<file path="src/rtl/rgb_cmp_arbiter.sv">
// -----------------------------------------------------------------------------
// rgb_cmp_arbiter
//
// Round-robin arbiter and sequencer that time-shares one 2-bit RGB magnitude
// comparator (R = A>B, G = A==B, B = A<B) among NUM_REQ requesters. Each
// transaction latches the winner's operands onto the comparator, holds them
// for HOLD_CYCLES cycles, samples R/G/B and returns the result with a
// one-cycle ack to the winner.
//
// Parameters:
//   NUM_REQ      number of requesters (2..8)
//   HOLD_CYCLES  cycles the comparator inputs settle before sampling (1..15)
//
// Ports:
//   clk              system clock, rising edge
//   rst              synchronous active-high reset
//   req              per-requester request level
//   req_a, req_b     2-bit operands per requester, requester i at [2i+1:2i]
//   ack              one-hot one-cycle completion pulse to the winner
//   done             one-cycle pulse; rgb_out and done_id valid with it
//   done_id          index of the completed requester
//   rgb_out          {R,G,B} sampled result, held until the next done
//   busy             high while a transaction is in DRIVE or SAMPLE
//   cmp_a0..cmp_b1   registered operand drive to the comparator
//   cmp_r/g/b        comparator outputs
//   err              (only with RGB_ONEHOT_CHECK_EN) sticky flag, set when a
//                    sampled {R,G,B} is not exactly one-hot; cleared by rst
//
// Optional feature macro: RGB_ONEHOT_CHECK_EN
// -----------------------------------------------------------------------------
module rgb_cmp_arbiter #(
    parameter int NUM_REQ     = 4,
    parameter int HOLD_CYCLES = 1
) (
    input  logic                       clk,
    input  logic                       rst,
    input  logic [NUM_REQ-1:0]         req,
    input  logic [2*NUM_REQ-1:0]       req_a,
    input  logic [2*NUM_REQ-1:0]       req_b,
    output logic [NUM_REQ-1:0]         ack,
    output logic                       done,
    output logic [$clog2(NUM_REQ)-1:0] done_id,
    output logic [2:0]                 rgb_out,
    output logic                       busy,
    output logic                       cmp_a0,
    output logic                       cmp_a1,
    output logic                       cmp_b0,
    output logic                       cmp_b1,
    input  logic                       cmp_r,
    input  logic                       cmp_g,
    input  logic                       cmp_b
`ifdef RGB_ONEHOT_CHECK_EN
    ,
    output logic                       err
`endif
);

    localparam int ID_W = $clog2(NUM_REQ);

    typedef enum logic [1:0] {
        IDLE   = 2'd0,
        DRIVE  = 2'd1,
        SAMPLE = 2'd2
    } state_t;

    state_t            state, state_next;
    logic [ID_W-1:0]   last_ptr;
    logic [ID_W-1:0]   win_q;
    logic [ID_W-1:0]   win_idx;
    logic [ID_W-1:0]   cand;
    logic [3:0]        hold_cnt;
    logic [1:0]        op_a [NUM_REQ];
    logic [1:0]        op_b [NUM_REQ];

    // Unpack the flat operand buses so the winner can be selected by index.
    always_comb begin
        for (int i = 0; i < NUM_REQ; i++) begin
            op_a[i] = req_a[2*i +: 2];
            op_b[i] = req_b[2*i +: 2];
        end
    end

    // Rotating priority: scan from last_ptr+1 upward (wrapping). Walking the
    // offsets from farthest to nearest lets the nearest set bit overwrite,
    // so the first requester after last_ptr wins.
    // NOTE: every variable written here gets a default first; a path that
    // leaves one unassigned would infer a latch.
    always_comb begin
        win_idx = '0;
        cand    = '0;
        for (int off = NUM_REQ; off >= 1; off--) begin
            cand = ID_W'((int'(last_ptr) + off) % NUM_REQ);
            if (req[cand]) begin
                win_idx = cand;
            end
        end
    end

    // State register.
    // NOTE: sequential state uses non-blocking assignments so every register
    // samples pre-edge values regardless of statement order.
    always_ff @(posedge clk) begin
        if (rst) begin
            state <= IDLE;
        end else begin
            state <= state_next;
        end
    end

    // Next-state logic.
    always_comb begin
        state_next = state;
        case (state)
            IDLE: begin
                if (|req) begin
                    state_next = DRIVE;
                end
            end
            DRIVE: begin
                // hold_cnt is loaded with HOLD_CYCLES, so leaving at 1 makes
                // DRIVE last exactly HOLD_CYCLES cycles.
                if (hold_cnt == 4'd1) begin
                    state_next = SAMPLE;
                end
            end
            SAMPLE: begin
                state_next = IDLE;
            end
            default: begin
                state_next = IDLE;
            end
        endcase
    end

    assign busy = (state == DRIVE) || (state == SAMPLE);

    // Datapath: operand latch, hold counter, result capture and handshake.
    always_ff @(posedge clk) begin
        if (rst) begin
            last_ptr <= ID_W'(NUM_REQ - 1);
            win_q    <= '0;
            hold_cnt <= '0;
            cmp_a0   <= 1'b0;
            cmp_a1   <= 1'b0;
            cmp_b0   <= 1'b0;
            cmp_b1   <= 1'b0;
            rgb_out  <= '0;
            done     <= 1'b0;
            done_id  <= '0;
            ack      <= '0;
        end else begin
            done <= 1'b0;
            ack  <= '0;
            case (state)
                IDLE: begin
                    if (|req) begin
                        cmp_a1   <= op_a[win_idx][1];
                        cmp_a0   <= op_a[win_idx][0];
                        cmp_b1   <= op_b[win_idx][1];
                        cmp_b0   <= op_b[win_idx][0];
                        win_q    <= win_idx;
                        hold_cnt <= 4'(HOLD_CYCLES);
                    end
                end
                DRIVE: begin
                    hold_cnt <= hold_cnt - 4'd1;
                end
                SAMPLE: begin
                    rgb_out  <= {cmp_r, cmp_g, cmp_b};
                    done     <= 1'b1;
                    ack      <= NUM_REQ'(1) << win_q;
                    done_id  <= win_q;
                    last_ptr <= win_q;
                end
                default: begin
                end
            endcase
        end
    end

`ifdef RGB_ONEHOT_CHECK_EN
    logic rgb_onehot;
    assign rgb_onehot = ({cmp_r, cmp_g, cmp_b} == 3'b100) ||
                        ({cmp_r, cmp_g, cmp_b} == 3'b010) ||
                        ({cmp_r, cmp_g, cmp_b} == 3'b001);

    // Sticky: once a bad sample is seen, only rst clears it.
    always_ff @(posedge clk) begin
        if (rst) begin
            err <= 1'b0;
        end else if (state == SAMPLE && !rgb_onehot) begin
            err <= 1'b1;
        end
    end
`endif

endmodule

</file>
<file path="config.mk">
export PLATFORM = sky130hd
export DESIGN_NAME = rgb_cmp_arbiter
export DESIGN_NICKNAME = d
export VERILOG_FILES = /design/src/rtl/rgb_cmp_arbiter.sv
export SDC_FILE = /design/constraint.sdc
export NUM_CORES = 1
export LEC_CHECK = 0
export CAP_MARGIN = 20
export CORE_ASPECT_RATIO = 1.25
export CORE_MARGIN = 10
export CORE_UTILIZATION = 48
export CTS_CLUSTER_DIAMETER = 60
export CTS_CLUSTER_SIZE = 24
export DETAILED_ROUTE_END_ITERATION = 6
export GPL_TIMING_DRIVEN = 0
export HOLD_SLACK_MARGIN = 0.12
export PLACE_DENSITY = 0.84
export SYNTH_ARGS = -nofsm -noshare
export SYNTH_HDL_FRONTEND = slang
export SYNTH_SLANG_ARGS = --single-unit
export TNS_END_PERCENT = 5
</file>
<file path="constraint.sdc">
create_clock -name clk -period 3.2 [get_ports clk]
set_input_delay 0.64 -clock clk [delete_from_list [all_inputs] [get_ports clk]]
set_output_delay 0.64 -clock clk [all_outputs]
set_load 0.02 [all_outputs]
</file>
Word level (Yosys, flattened, before mapping)

Index checks and enable logic that the tools add are counted.

Bits of input ports: 25
Flip-flop bits (word level): 24
Bits in latches: 0
Memories kept: 0
Output and inout bits: 15
Word-level logic and storage cells: 62
Bits in writable memories: 0
Memory bits (read-only): 0

Divide/modulo/power cells: 0
$lt $le $gt $ge: 5
Reductions and logical operators: 8
Mux-type cells: 24
Multipliers: 0
Shift operators: 1
Add/sub/neg operators: 5
Equality and inequality tests: 5
Bitwise gates (word level): 2

Operators with widths:

| operator            | number |
|---|---|
| $mux 2              | 10 |
| $lt 2x3->1 const B  | 4 |
| $bmux 1 s2          | 4 |
| $bmux 2 s2          | 2 |
| $pmux 4 s2          | 1 |
| $reduce_and 2->1    | 3 |
| $mux 1              | 5 |
| $add 2x1->2 const B | 2 |
| $add 2x2->2 const B | 2 |
| $eq 4x1->1 const B  | 1 |
| $mux 4              | 1 |
| $ne 2x2->1 const B  | 2 |
| $pmux 2 s2          | 1 |
| $reduce_or 4->1     | 1 |
| $shl 1x2->4 const A | 1 |
| $sub 4x1->4 const B | 1 |
| $ge 3x3->1 const B  | 1 |
| $not 2->3           | 1 |
| $eq 2x1->1 const B  | 1 |
| $eq 2x2->1 const B  | 1 |
| $logic_not 2->1     | 1 |
| $reduce_bool 2->1   | 1 |
| $reduce_or 2->1     | 1 |
| $logic_or 1x1->1    | 1 |
| $not 1->1           | 1 |

Depth between registers and ports, before layout

Gate-level depths: netlist of the first run.

Word-level depth: 11
Gate-level depth with buffers: 7

Worst setup path before layout of the first run

Ideal clock, no wire load.

Path type: input port to flip-flop
Start point: input req[1]
End point: register hold_cnt[3]
Cell stages on the path: 5
Path slack: 1.510 ns
Arrival: 1.563 ns
Cell sequence: or4_4 -> nand3_1 -> o21ai_0 -> a21oi_1 -> nor2_1

Longest elaborated chain between the ends: 3

Ends and longest elaborated chain:

| element                    | line | source |
|---|---|---|
| start: declaration         | 37   | `input logic [NUM_REQ-1:0] req,` |
| $reduce_or 4->1            | 156  | `if (\|req) begin` |
| $ne 2x2->1 (no line)       | n/a  |  |
| $reduce_and 2->1 (no line) | n/a  |  |
| end signal: assignment     | 162  | `hold_cnt <= 4'(HOLD_CYCLES);` |
| end signal: assignment     | 166  | `hold_cnt <= hold_cnt - 4'd1;` |
| end: declaration           | 71   | `logic [3:0] hold_cnt;` |

No other way between the ends.
A chain may end at the register's enable or synchronous reset.

Worst setup path in the final report of the first run

Start point: register state[1]
End point: output busy

Longest elaborated chain between the ends: 2
Elaborated cells between the ends (all ways): 3
Classes of those cells: 2 x eq/ne; 1 x reduce/logical

Ends and longest elaborated chain:

| element                                         | line | source |
|---|---|---|
| start: declaration                              | 66   | `state_t state, state_next;` |
| start signal: assignment                        | 106  | `state <= state_next;` |
| $eq 2x1->1 / $eq 2x2->1 (equally long branches) | 135  | `assign busy = (state == DRIVE) \|\| (state == SAMPLE);` |
| $logic_or 1x1->1 (*)                            | 135  |  |
| end: declaration                                | 44   | `output logic busy,` |

Mark *: on every way between the ends. The rest lies on a longest branch, timed or not.

==> metrics.md, run 1 <==
| Metric | Value |
|---|---|
| Layout fillers | 207 |
| Commonest non-fill, non-tap cell in the layout | clkdlybuf4s50_1 |
| CTS H-tree lvls | 1 |
| Cell Count, Final, Fillers Out | 206 |
| WL/cell | 15.6 um |
| Most frequent cells in the layout | 39 x clkdlybuf4s50_1, 24 x dfxtp_1, 16 x mux2i_1 |
| Total power draw | 1.25 mW |
| Peak supply drop | 669 uV |
| Pins Over Slew Limit | 0 |
| Worst Setup Start Kind | flop |
| Vias | 1116 |
| # DRC | 0 |
| Initial antenna violation count | 0 |
| Final WS setup | 0.920 ns |
| WS Path Type | reg2out |
| Clock latency on the worst-skew pair | 0.32 ns |
| Final Hold Viols | 0 |
| Setup tns final | 0 ns |
| Syn_nets | 160 |
| Total core area | 2430 um^2 |
| Clock Path Buffers | 2 |
| Full die area | 4930 um^2 |
| Synth Cell Area | 1200 um^2 |
| Die Height | 76.0 um |
| Hpwl dp | 2550 um |
| Share of post-route cells with drive strength above 1 | 0.0751 |
| Largest net degree at the start of global routing | 15 |
| Pleak | 0.661 nW |
| Post-synthesis cell count | 130 |
| Setup Skew | 0.0133 ns |
| Fin crit share | 0.712 |
| Least-Margin Pin Slew | 0.434 ns |
| Crit. End Element | output pin |
| Post-synthesis compound-gate area fraction | 0.130 |
| Highest clock rate | 439 MHz |
| Initial Util | 0.496 |
| Final setup vio count | 0 |
| Layout Nets | 204 |
| Crit path arrival time | 1.64 ns |
| Post-CTS setup buffer count | 0 |
| Hold_buf cts | 0 |
| Simple-Gate Fraction of Synth Area | 0.236 |
| Port buffer count | 39 |
| WL final | 3210 um |
| Via density | 5.42 |
| Final Critical Period | 2.28 ns |
| Rel. slew slack | 0.708 |
| YS warnings | 0 |
| CP Max Fanout | 3 |
| CTS-repair resized insts | 0 |
| # placed instances | 202 |
| # IOs | 40 |
| ANT cells | 0 |
| CTS tree | built |
| #FFs+latches synth | 24 |
| Register area share after synthesis | 0.399 |
| Clock transition at path regs | 0.14 ns |
| Worst path required time | 2.56 ns |
| Routability Congestion | 0.789 |
| Multiplexer share of the synthesized area | 0.133 |
| Routed Antenna Nets | 0 |
| FF/Latch Area | 480 um^2 |
| Pre-CTS WS | 0.893 ns |
| Worst Hold Class | reg2reg |
| Clock Tree Root | clkbuf_4 |
| PD cells | 740 nW/um^2 |
| Fraction of the mapped netlist area in adder cells | 0.0519 |
| Status | finished, final reports clean |
| Number of clock sinks | 24 |
| Pre-antenna DRT Iters | 5 |
| Total of max-cap violations | 0 |
| Synth Area in XOR/XNOR | 0 |
| Largest family of logic cells by synthesized area | simple AND/OR/NAND/NOR gates |
| Netlist cell types | 33 |
| Die width | 64.8 um |
| Drt initial violations | 79 |
| First-pass GRT wire length | 5220 um |
| Cts bufs inserted | 3 |
| Area Overhead vs Synth | 40.2% |
| Total congestion overflow | 0 |
| Gr usage total | 0.127 |
| Vias in the first global route | 1114 |
| Syn_area_per_cell | 9.27 um^2 |
| Multi-input gate area | 663 um^2 |
| Row count | 20 |
| RSZ-0062 raised after global routing | no |
==> Yosys cell counts <==
master      n  area, um^2
o221ai_2    1        15.0
o21a_1      1        7.51
dfxtp_1    24         480
and3_1      1        6.26
nor2_4      1        11.3
nand2_1     8        30.0
a21oi_1    12        60.1
nor4_1      3        18.8
buf_2       1        5.00
inv_1       7        26.3
or4_4       1        11.3
a2bb2oi_1   1        8.76
nor3_1      3        15.0
o211ai_1    1        7.51
and3b_1     1        8.76
a31oi_1     1        6.26
o22ai_1     1        6.26
clkbuf_1    2        7.51
nor2b_1     1        6.26
nand3_1     7        35.0
nand2_8     1        20.0
buf_6       2        22.5
and2_1      1        6.26
nor2_1     11        41.3
mux2i_1    16         160
ha_1        5        62.6
nor3b_1     2        15.0
and2b_1     1        7.51
nand2b_2    1        8.76
o221ai_1    4        35.0
o21ai_0     2        10.0
nand2_4     1        11.3
nand2b_1    5        31.3
==> stage by stage <==
step	hold slack, ns	cell area, um^2	util
after floorplan	0.441	1200	-
after global placement	0.461	1640	0.674
after detailed placement	0.478	1640	0.674
after CTS	0.510	1690	0.696
after global routing	0.540	1690	0.696
final	0.506	1690	0.696
==> path summary, 6_finish.rpt <==
| path | from | end | slack, ns | cells past startpoint |
|---|---|---|---|---|
| hold / removal | cmp_b1 | cmp_b1 | 0.51 | 2 |
| setup / recovery | state[1] | busy | 0.92 | 3 |
| hold reg to reg | cmp_b1 | cmp_b1 | 0.51 | 2 |
| setup reg to reg | state[1] | hold_cnt[2] | 1.60 | 6 |
==> routing by layer <==
layer / up-vias / share of wire / GRT usage
met5: - / 0 / 0
met4: 0 / 0.0047 / 0.0258
met3: 4 / 0.061 / 0.0309
met2: 45 / 0.52 / 0.242
met1: 520 / 0.41 / 0.132
li1: 547 / - / -
==> logic make-up after synthesis <==
kind of cell             after synthesis
AO/OA/AOI/OAI                         24
adder cells (fa/ha/maj)                5
buffers and inverters                 12
flip-flops                            24
multiplexers                          16
AND/OR/NAND/NOR                       49
==> area by class of cell <==
cell class | count | share of cell area
tap | 33 | 0.0244
inverter | 7 | 0.0156
clock buffer | 3 | 0.0133
buffer | 5 | 0.0207
multi-input combinational | 94 | 0.393
timing repair buffer | 39 | 0.231
sequential | 24 | 0.284
clock inverter | 1 | 0.0178
==> critical path, cell delays in order, from the launching register on <==
cell	delay, ns
dfxtp_1	0.39
inv_1	0.07
ha_1	0.27
clkdlybuf4s50_1	0.60
==> sequential cells by signal, summed over array words and instances, names as in the netlist <==
signal    count
ack           4
cmp_a0        1
cmp_a1        1
cmp_b0        1
cmp_b1        1
done          1
done_id       2
hold_cnt      4
last_ptr      2
rgb_out       3
state         2
win_q         2
==> power by group <==
part           leakage, nW  switching, mW  internal [mW]  total (mW)
combinational        0.437          0.315          0.285       0.601
sequential           0.196         0.0608          0.371       0.432
clock               0.0279         0.0913          0.127       0.218
(Power assumes the default switching activity.)
==> run 2: changes to the inputs <==
CORE_UTILIZATION = 40   (was 48)
PLACE_DENSITY = 0.75   (was 0.84)
clock period = 1.95 ns   (was 3.2 ns; I/O delays follow)
==> run 2 against run 1 <==
Compared with the run above:
- final cell count increased by 1.5%
- sequential cell count is the same
- global-route usage fell by 2.0 points
- clock skew shrank 0.011 ns
- count of clock-buffer cells in the layout is the same
- cell area is 0.15% higher
- largest power group unchanged
==> metrics.md, run 2 (same netlist as run 1, synthesis figures left out) <==
| Metric | Value |
|---|---|
| WL final | 3000 um |
| FF-to-FF End | hold_cnt[3] |
| Port buffer count | 39 |
| Pre-CTS WS | -0.132 ns |
| WS Path Type | reg2out |
| Clock transition at path regs | 0.13 ns |
| CP Max Fanout | 3 |
| # placed instances | 205 |
| Hold Path Origin | done_id[0] |
| Highest clock rate | 570 MHz |
| Final WS setup | 0.195 ns |
| Crit path arrival time | 1.37 ns |
| ANT cells | 0 |
| Via density | 5.03 |
| Final setup vio count | 0 |
| Die width | 69.1 um |
| CP Launch Point | state[0] |
| Fin crit share | 0.900 |
| Share of post-route cells with drive strength above 1 | 0.0751 |
| Worst path required time | 1.56 ns |
| Gr usage total | 0.107 |
| Pre-antenna DRT Iters | 4 |
| Total of max-cap violations | 0 |
| # DRC | 0 |
| Rel. slew slack | 0.709 |
| Pleak | 0.663 nW |
| Final Critical Period | 1.76 ns |
| Worst Setup Start Kind | flop |
| Largest net degree at the start of global routing | 15 |
| RSZ-0062 raised after global routing | no |
| Status | finished, final reports clean |
| First-pass GRT wire length | 5090 um |
| Clock latency on the worst-skew pair | 0.31 ns |
| Full die area | 5620 um^2 |
| CTS tree | built |
| Endpoint, Worst Hold | done_id[0] |
| CTS H-tree lvls | 1 |
| Initial antenna violation count | 0 |
| Number of clock sinks | 24 |
| Routed Antenna Nets | 0 |
| Least-Margin Pin Slew | 0.437 ns |
| # IOs | 40 |
| Hold_buf cts | 0 |
| Reg2Reg Depth | 7 |
| Total congestion overflow | 0 |
| Clock Tree Root | clkbuf_4 |
| Routability Congestion | 0.779 |
| FF-to-FF setup slack | 0.38 ns |
| Row count | 22 |
| PD cells | 1190 nW/um^2 |
| Pins Over Slew Limit | 0 |
| Crit. End Element | output pin |
| Vias in the first global route | 1054 |
| Commonest non-fill, non-tap cell in the layout | clkdlybuf4s50_1 |
| Critical R2R Launch | state[1] |
| Final Hold Viols | 0 |
| Vias | 1051 |
| Hpwl dp | 2440 um |
| Initial Util | 0.413 |
| Worst Hold Class | reg2reg |
| Layout Nets | 204 |
| Setup Skew | 0.00183 ns |
| Cts bufs inserted | 3 |
| WL/cell | 14.3 um |
| Clock Path Buffers | 2 |
| Cell Count, Final, Fillers Out | 209 |
| Total core area | 2920 um^2 |
| Die Height | 81.4 um |
| Top flop regs | ack x4, hold_cnt x4, rgb_out x3 |
| Hold path cells | 2 |
| Area Overhead vs Synth | 40.4% |
| Most frequent cells in the layout | 38 x clkdlybuf4s50_1, 24 x dfxtp_1, 16 x mux2i_1 |
| Peak supply drop | 658 uV |
| Drt initial violations | 39 |
## run 2: cell count changes in the layout (fill, tap and decap cells not counted), sizes merged
cell and change:
clkdlybuf4s50 -1, dlygate4sd2 +1
## run 2: final cells by class
type / count / area, um^2
multi-input combinational: 94 / 663
sequential: 24 / 480
fill: 271 / 1230
clock inverter: 1 / 30.0
clock buffer: 3 / 22.5
timing repair buffer: 39 / 389
inverter: 7 / 26.3
tap: 36 / 45.0
buffer: 5 / 35.0
## run 2: layer usage
metal / wire, um / share of wire / GRT usage
met5: 0 / 0 / 0
met4: 21 / 0.0070 / 0.0423
met3: 155 / 0.052 / 0.0244
met2: 1410 / 0.47 / 0.188
met1: 1410 / 0.47 / 0.123
## run 2: report_power, final
| group | internal, mW | leakage, nW | switching [mW] |
|---|---|---|---|
| clock | 0.208 | 0.0279 | 0.146 |
| combinational | 0.453 | 0.439 | 0.501 |
| sequential | 0.609 | 0.196 | 0.100 |
## run 2: how the worst max path moves through the flow
stage,cells past startpoint,endpoint,slack (ns)
2_1_floorplan,5,hold_cnt[3],0.51
3_3_place_gp,6,cmp_a0,-0.08
6_report,3,busy,0.19
5_1_grt,3,busy,0.1
3_5_place_dp,7,cmp_b1,-0.13
4_1_cts,3,busy,0.17
## run 2: stage by stage
stage	setup TNS [ns]	power, mW	util	instance area [um^2]	hold slack [ns]
finish	0	2.02	0.580	1690	0.497
detailed placement	-0.580	1.69	0.562	1640	0.472
global placement	-0.394	1.66	0.562	1640	0.463
floorplan	0	1.38	-	1200	0.441
global route	0	2.18	0.580	1690	0.535
CTS	0	2.04	0.580	1690	0.502
## run 2: critical path, stage by stage, from the launching register on
cell and delay, ns:
dfxtp_1 0.39, inv_1 0.07, ha_1 0.28, dlygate4sd2_1 0.32
## run 2: timing repair
action / CTS / global route
setup endpoints to repair: 1 / 0
setup buffers: 0 / 0
resized for setup: 1 / 0
